==> config.mk <==
export PLATFORM = sky130hd
export DESIGN_NAME = microwave_timer_ctrl
export DESIGN_NICKNAME = d
export VERILOG_FILES = /design/src/rtl/mw_pkg.sv /design/src/rtl/mw_duty_gen.sv /design/src/rtl/microwave_timer_ctrl.sv
export SDC_FILE = /design/constraint.sdc
export NUM_CORES = 1
export LEC_CHECK = 0
export CAP_MARGIN = 20
export CORE_ASPECT_RATIO = 1.4
export CORE_MARGIN = 2
export CORE_UTILIZATION = 25
export DETAILED_ROUTE_END_ITERATION = 8
export HOLD_SLACK_MARGIN = 0.02
export PLACE_DENSITY_LB_ADDON = 0.12
export SLEW_MARGIN = 20
export SYNTH_ARGS = -nofsm -noshare
export SYNTH_HDL_FRONTEND = slang
export SYNTH_SLANG_ARGS = --single-unit
==> constraint.sdc <==
create_clock -name clk -period 1.9 [get_ports clk]
set_input_delay 0.38 -clock clk [delete_from_list [all_inputs] [get_ports clk]]
set_output_delay 0.38 -clock clk [all_outputs]
set_load 0.005 [all_outputs]
==> src/rtl/mw_pkg.sv <==
// Shared types and default sizing for the microwave timer controller.
package mw_pkg;

  localparam int unsigned TimeWDef     = 8;
  localparam int unsigned PwrWDef      = 3;
  localparam int unsigned BellTicksDef = 3;

  typedef enum logic [4:0] {
    StClosed = 5'b00001,
    StCook   = 5'b00010,
    StPause  = 5'b00100,
    StBell   = 5'b01000,
    StOpen   = 5'b10000
  } mw_state_e;

endpackage

==> src/rtl/mw_duty_gen.sv <==
// Tick-driven duty counter; duty_on is high while the count is below the power level.
module mw_duty_gen #(
  parameter int unsigned PWR_W = 3
) (
  input  logic             clk,
  input  logic             nrst,
  input  logic             clear,
  input  logic             advance,
  input  logic [PWR_W-1:0] power_q,
  output logic             duty_on
);

  // Period is 2**PWR_W-1 ticks so that full power gives continuous heat.
  localparam logic [PWR_W-1:0] DutyMax = PWR_W'((1 << PWR_W) - 2);

  logic [PWR_W-1:0] duty_cnt_q, duty_cnt_d;

  always_comb begin
    duty_cnt_d = duty_cnt_q;
    if (clear) begin
      duty_cnt_d = '0;
    end else if (advance) begin
      duty_cnt_d = (duty_cnt_q == DutyMax) ? '0 : duty_cnt_q + PWR_W'(1);
    end
  end

  always_ff @(posedge clk) begin
    if (!nrst) begin
      duty_cnt_q <= '0;
    end else begin
      duty_cnt_q <= duty_cnt_d;
    end
  end

  assign duty_on = (duty_cnt_q < power_q);

endmodule

==> src/rtl/microwave_timer_ctrl.sv <==
// Microwave cook-timer controller: countdown, power duty cycle, bell and done strobe.
// Optional child lock enabled by defining MW_CHILD_LOCK_EN.
module microwave_timer_ctrl
  import mw_pkg::*;
#(
  parameter int unsigned TIME_W     = TimeWDef,
  parameter int unsigned PWR_W      = PwrWDef,
  parameter int unsigned BELL_TICKS = BellTicksDef
) (
  input  logic              clk,
  input  logic              nrst,
  input  logic              tick,
  input  logic              start,
  input  logic              cancel,
  input  logic              door,
  input  logic [TIME_W-1:0] time_in,
  input  logic [PWR_W-1:0]  power,
`ifdef MW_CHILD_LOCK_EN
  input  logic              lock,
  output logic              locked,
`endif
  output logic              heat,
  output logic              light,
  output logic              bell,
  output logic              done,
  output logic [TIME_W-1:0] remaining
);

  localparam int unsigned BellW = (BELL_TICKS > 1) ? $clog2(BELL_TICKS) : 1;
  localparam logic [BellW-1:0] BellLast = BellW'(BELL_TICKS - 1);

  mw_state_e         state_q, state_d;
  logic [TIME_W-1:0] remaining_q, remaining_d;
  logic [PWR_W-1:0]  power_q, power_d;
  logic [BellW-1:0]  bell_cnt_q, bell_cnt_d;
  logic              done_q, done_d;
  logic              duty_clear, duty_advance, duty_on;
  logic              start_ok;
  logic              pause_has_time;

`ifdef MW_CHILD_LOCK_EN
  logic locked_q;
  always_ff @(posedge clk) begin
    if (!nrst) begin
      locked_q <= 1'b0;
    end else begin
      locked_q <= lock;
    end
  end
  assign locked   = locked_q;
  assign start_ok = start && !locked_q && (time_in != '0) && (power != '0);
`else
  assign start_ok = start && (time_in != '0) && (power != '0);
`endif

  // A cancel in PAUSE clears the time, so closing the door in that same cycle ends the cook.
  assign pause_has_time = !cancel && (remaining_q != '0);

  always_ff @(posedge clk) begin
    if (!nrst) begin
      state_q     <= StClosed;
      remaining_q <= '0;
      power_q     <= '0;
      bell_cnt_q  <= '0;
      done_q      <= 1'b0;
    end else begin
      state_q     <= state_d;
      remaining_q <= remaining_d;
      power_q     <= power_d;
      bell_cnt_q  <= bell_cnt_d;
      done_q      <= done_d;
    end
  end

  always_comb begin
    state_d      = state_q;
    remaining_d  = remaining_q;
    power_d      = power_q;
    bell_cnt_d   = bell_cnt_q;
    done_d       = 1'b0;
    duty_clear   = 1'b0;
    duty_advance = 1'b0;
    unique case (state_q)
      StClosed: begin
        if (door) begin
          state_d = StOpen;
        end else if (start_ok) begin
          state_d     = StCook;
          remaining_d = time_in;
          power_d     = power;
          duty_clear  = 1'b1;
        end
      end
      StCook: begin
        duty_advance = tick;
        if (door) begin
          state_d = StPause;
        end else if (cancel) begin
          state_d     = StClosed;
          remaining_d = '0;
        end else if (tick) begin
          if (remaining_q == TIME_W'(1)) begin
            state_d     = StBell;
            remaining_d = '0;
            done_d      = 1'b1;
            bell_cnt_d  = '0;
          end else begin
            remaining_d = remaining_q - TIME_W'(1);
          end
        end
      end
      StPause: begin
        if (cancel) begin
          remaining_d = '0;
        end
        if (!door) begin
          if (pause_has_time) begin
            state_d    = StCook;
            duty_clear = 1'b1;
          end else begin
            state_d = StClosed;
          end
        end
      end
      StBell: begin
        if (door) begin
          state_d = StOpen;
        end else if (cancel) begin
          state_d = StClosed;
        end else if (tick) begin
          if (bell_cnt_q == BellLast) begin
            state_d = StClosed;
          end else begin
            bell_cnt_d = bell_cnt_q + BellW'(1);
          end
        end
      end
      StOpen: begin
        if (!door) begin
          state_d = StClosed;
        end
      end
      default: begin
        state_d     = StClosed;
        remaining_d = '0;
      end
    endcase
  end

  mw_duty_gen #(
    .PWR_W(PWR_W)
  ) u_duty_gen (
    .clk    (clk),
    .nrst   (nrst),
    .clear  (duty_clear),
    .advance(duty_advance),
    .power_q(power_q),
    .duty_on(duty_on)
  );

  // Heat looks at the live door input so opening the door cuts the magnetron immediately.
  always_comb begin
    heat  = (state_q == StCook) && !door && duty_on;
    light = (state_q == StCook) || (state_q == StPause) || (state_q == StOpen);
    bell  = (state_q == StBell);
  end

  assign done      = done_q;
  assign remaining = remaining_q;

endmodule

# Word-level counts from Yosys, hierarchy flattened

Index checks and enable logic that the tools add are counted.

Register bits after elaboration: 22
Bits in latches: 0
Memory bits (writable): 0
ROM bits: 0
Input port bits: 17
Output and inout port bits: 12
Memories: 0

Add/sub/neg operators: 3
$mul: 0
Divide/modulo/power cells: 0
Order comparisons: 1
Equality and inequality tests: 27
Shifts and indexed selects: 0
Mux-type cells: 39
Bitwise operators: 5
Reductions and logical operators: 20

Operators by type and width:

| kind                                             | count |
|---|---|
| two-way mux 5 bit                                | 12 |
| two-way mux 8 bit                                | 7 |
| case mux 8 bit (4 select lines)                  | 1 |
| != test 2 bit, second input constant             | 13 |
| case mux 5 bit (5 select lines)                  | 1 |
| two-way mux 2 bit                                | 9 |
| nonzero test 8 bit                               | 2 |
| != test 4 bit, second input constant             | 3 |
| AND reduction 9 bit                              | 1 |
| == test 8 x 1 -> 1 bit, second input constant    | 1 |
| subtractor 8 x 1 -> 8 bit, second input constant | 1 |
| AND reduction 7 bit                              | 1 |
| two-way mux 1 bit                                | 6 |
| != test 3 bit, second input constant             | 2 |
| AND reduction 6 bit                              | 1 |
| == test 5 x 1 -> 1 bit, second input constant    | 1 |
| == test 5 x 2 -> 1 bit, second input constant    | 1 |
| == test 5 x 3 -> 1 bit, second input constant    | 1 |
| == test 5 x 4 -> 1 bit, second input constant    | 1 |
| == test 5 bit, second input constant             | 1 |
| logical AND 1 bit                                | 5 |
| inverter 1 bit                                   | 5 |
| OR reduction 5 bit                               | 1 |
| != test 4 x 3 -> 1 bit, second input constant    | 1 |
| 14 further kinds                                 | 17 |

# Depth between registers and ports, before layout

Depth in word-level cells: 7
Depth in mapped cells: 8

# By module

Synthesis repeated with hierarchy kept, for this count alone.

Cells, all modules: 207
Area, all modules: 1647.8 um^2

By module, submodules not included:

| module               | times used | cells each | area each (um^2) | seq. area each (um^2) |
|---|---|---|---|---|
| microwave_timer_ctrl | 1          | 184        | 1465.2           | 380.4 |
| mw_duty_gen          | 1          | 23         | 182.7            | 60.1 |

# Worst setup path after synthesis

No wires, ideal clock.

Path type: register to register
Start point: reg remaining_q[1], in the netlist remaining[1]
End point: reg remaining_q[6], in the netlist remaining[6]
Library setup time: 0.117 ns
Arrival: 1.714 ns
Required time: 1.783 ns
Setup slack: 0.069 ns
Cell stages (with the launch flop): 9
Path buffers: 1
Period minus slack after synthesis: 1.831 ns
Cells stage by stage: dfxtp_1 > inv_1 > ha_1 > or3b_2 > nor2_4 > nor2_2 > buf_6 > a21o_1 > a32o_1

Cells in the longest elaborated chain, start to end: 6
Elaborated cells on any way between the ends: 7

Ends and longest elaborated chain:

| what                                                                       | line                                                     | source |
|---|---|---|
| from (decl)                                                                | microwave_timer_ctrl.sv:33                               | `logic [TIME_W-1:0] remaining_q, remaining_d;` |
| from (signal assigned)                                                     | microwave_timer_ctrl.sv:68                               | `remaining_q <= remaining_d;` |
| subtractor 8 x 1 -> 8 bit / == test 8 x 1 -> 1 bit (equally long branches) | microwave_timer_ctrl.sv:108, microwave_timer_ctrl.sv:102 |  |
| two-way mux 8 bit *                                                        | microwave_timer_ctrl.sv:102                              | `if (remaining_q == TIME_W'(1)) begin` |
| two-way mux 8 bit *                                                        | microwave_timer_ctrl.sv:101                              | `end else if (tick) begin` |
| two-way mux 8 bit *                                                        | microwave_timer_ctrl.sv:98                               | `end else if (cancel) begin` |
| two-way mux 8 bit *                                                        | microwave_timer_ctrl.sv:96                               | `if (door) begin` |
| case mux 8 bit (4 select lines) *                                          | microwave_timer_ctrl.sv:83                               | `unique case (state_q)` |

Mark *: on every way between the ends. The rest lies on a longest branch, timed or not. The select of a mux whose other input is x is not followed.
A chain may end at the register's enable or synchronous reset.

# Worst setup path after layout

Ends and elaborated chain as after synthesis.

==> reports/qor.yml <==
setup_tns_ns: 0
hold_ws_ns: 0.501
ys_types: 48
antenna_found_initial: 0
place_hpwl_mm: 4.19
vdd_drop_max_mv: 0.305
syn_to_final_growth_pct: 74.4
rows: 33
cp.depth: 8
drv_cap: 0
grt_max_degree: 14
firstDrtPassIters: 5
drc: 0
startpoint_type: "register"
ctsHoldBuffers: 0
fillers: 601
cp-startpoint: "remaining[1]"
path_clk_slew_ns: 0.09
hold_class: "register to register"
cts_root_buf: "clkbuf_8"
path_cells: "inv_2 -> ha_1 -> or3b_4 -> nor2_4 -> nor2_2 -> buf_6 -> a32o_1 -> a32o_1"
cts_buffer_depth: 2
rr_worst_depth: 8
fmax_mhz: 528
io_pins: 29
clock-sinks: 22
grt_overflow_total: 0
yosysMostFrequentCell: "dfxtp_1"
ys_seq_elements: 22
synth.largest_area_cell: "dfxtp_1"
clk_latency_ns: 0.27
die_y_um: 96.6
synth_top_flop_cell: "dfxtp_1"
regToRegEndpoint: "remaining[6]"
cts_tree: "yes"
nNetsFinal: 306
fin_crit_ns: 1.89
path_common_cell: "a32o_1"
worst_setup_path_end_kind: "register"
avgSynthCellArea_um2: 8.07
htree_levels: 1
synthTopCellsByCount: "dfxtp_1 (22), nor2_1 (18), nand2_1 (15), a21oi_1 (9)"
multi_input_area_um2: 1190
drive_gt1_frac: 0.424
wl_per_cell_um: 15.0
grt_pass1_wl_mm: 8.63
die_x_um: 70.2
ys_warn_count: 0
io_buffers: 28
setup_violations: 0
leakage_nw: 1.16
slowest_delay_ns: 0.41
worstPathRequired_ns: 2.06
vias_per_cell: 5.05
fin_crit_sh: 0.996
hold_viol_final: 0
crit_type: "register to register"
tightest_slew_ns: 0.469
antennaDiodeCount: 0
synth.area.top_cells: "dfxtp_1 (29%), nor2_1 (4.4%), ha_1 (4.1%)"
power.density_nw_per_um2: 781
finalPower_mw: 2.09
gp_congestion: 0.870
numCtsBuffers: 3
async_flop_share: 0
crit_family: "simple AND/OR/NAND/NOR gates"
initial_core_util: 0.260
track_usage: 0.159
rr_startpoint: "remaining[1]"
crit_end: "remaining[6]"
slew_headroom: 0.685
seqCellArea_um2: 449
skew_ns: 0.00830
synth_nets: 212
antenna_left: 0
dieArea_um2: 6780
critPathSlowestCell: "or3b_4"
synth_top_cell_area_share: 0.287
drt_iter0_drc: 33
rrSetupSlack_ns: 0.008
synth_edf_count: 0
synth_cells: 190
grt_pass1_vias: 1795
critical_path_buf_inv_count: 2
wirelength_mm: 5.31
slew_viol_final: 0
rsz0062_at_grt: "yes"
synth_area_um2: 1530
via_count: 1781
synth_seq_area_share: 0.287
status: "complete, no violations"
crit_path_max_fanout: 11
cp.arrival_ns: 2.06
core_um2: 5900
[timing repair]
action | CTS | global route
buffers inserted | 6 | 2
endpoints found under the setup margin | 20 | 20
pin swaps | 9 | 12
gates resized for setup | 38 | 28
[placed cells by master (no fill, tap or decap), types with 3 or more instances in the layout]
cell type	instances
o21ai_0	7
a31o_2	3
nor3b_1	4
a32o_1	4
nor3_1	5
nand2b_1	4
ha_4	3
o2bb2ai_1	5
dfxtp_2	7
inv_1	5
buf_6	9
a21oi_1	8
dfxtp_1	15
nor4_2	3
o31ai_1	4
nand3_1	7
clkbuf_8	4
nor2b_1	3
nand2_1	14
dlymetal6s2s_1	6
clkdlybuf4s50_1	18
buf_4	61
a211oi_1	5
nor2_1	17
inv_2	3
mux2i_1	6
[logic make-up (layout without fill, tap and decap cells)]
kind of cell | Yosys count | count (layout) | share of synthesized area
adder cells (fa/ha/maj) | 5 | 5 | 0.0408
XOR/XNOR | 2 | 2 | 0.0114
flip-flops | 22 | 22 | 0.287
AND/OR/NAND/NOR | 79 | 79 | 0.278
multiplexers | 6 | 6 | 0.0392
buffers and inverters | 19 | 112 | 0.0539
AO/OA/AOI/OAI | 57 | 57 | 0.289
[how the worst min path moves through the flow]
stage              endpoint       start  cells past startpoint  slack, ns
3_3_place_gp     power_q[2]  power_q[2]                      2       0.48
6_report         power_q[1]  power_q[1]                      2       0.50
3_5_place_dp     power_q[1]  power_q[1]                      2       0.49
2_1_floorplan    power_q[1]  power_q[1]                      2       0.46
5_1_grt        remaining[2]  time_in[2]                      3       0.53
4_1_cts          power_q[1]  power_q[1]                      2       0.50
[layer usage]
metal	global-route usage	routed length (µm)
met3	0.0156	149
met4	0.0533	92
met2	0.311	2960
met1	0.173	2100
met5	0	0
[power breakdown]
part / switching, mW / leakage (nW) / internal (mW)
combinational: 0.556 / 0.954 / 0.641
sequential: 0.0330 / 0.182 / 0.505
clock: 0.168 / 0.0288 / 0.185
[metrics by stage]
stage	setup slack [ns]	util	instances	cell area (µm²)
CTS	-0.0636	0.430	351	2540
floorplan	0.0689	-	190	1530
detailed placement	-0.507	0.400	344	2360
finish	0.00770	0.453	353	2670
global placement	-0.502	0.400	344	2360
global route	-0.0941	0.453	353	2670
[registers in the layout, indices dropped and copies added (netlist names)]
signal,count
bell_cnt_q,2
done,1
power_q,3
remaining,8
state_q,5
u_duty_gen.duty_cnt_q,3
[worst min-delay path, cell delays in order (launching register included)]
cell     delay [ns]
dfxtp_2        0.34
mux2i_1        0.06
nor2_1         0.07
[cell type report]
class                   count  share of cell area
multi-input cells         149               0.445
repair buffers             99               0.321
inverters                   9              0.0126
flip-flops and latches     22               0.168
well taps                  70              0.0328
clock buffers               4              0.0206
Power figures use the tool's default switching activity.
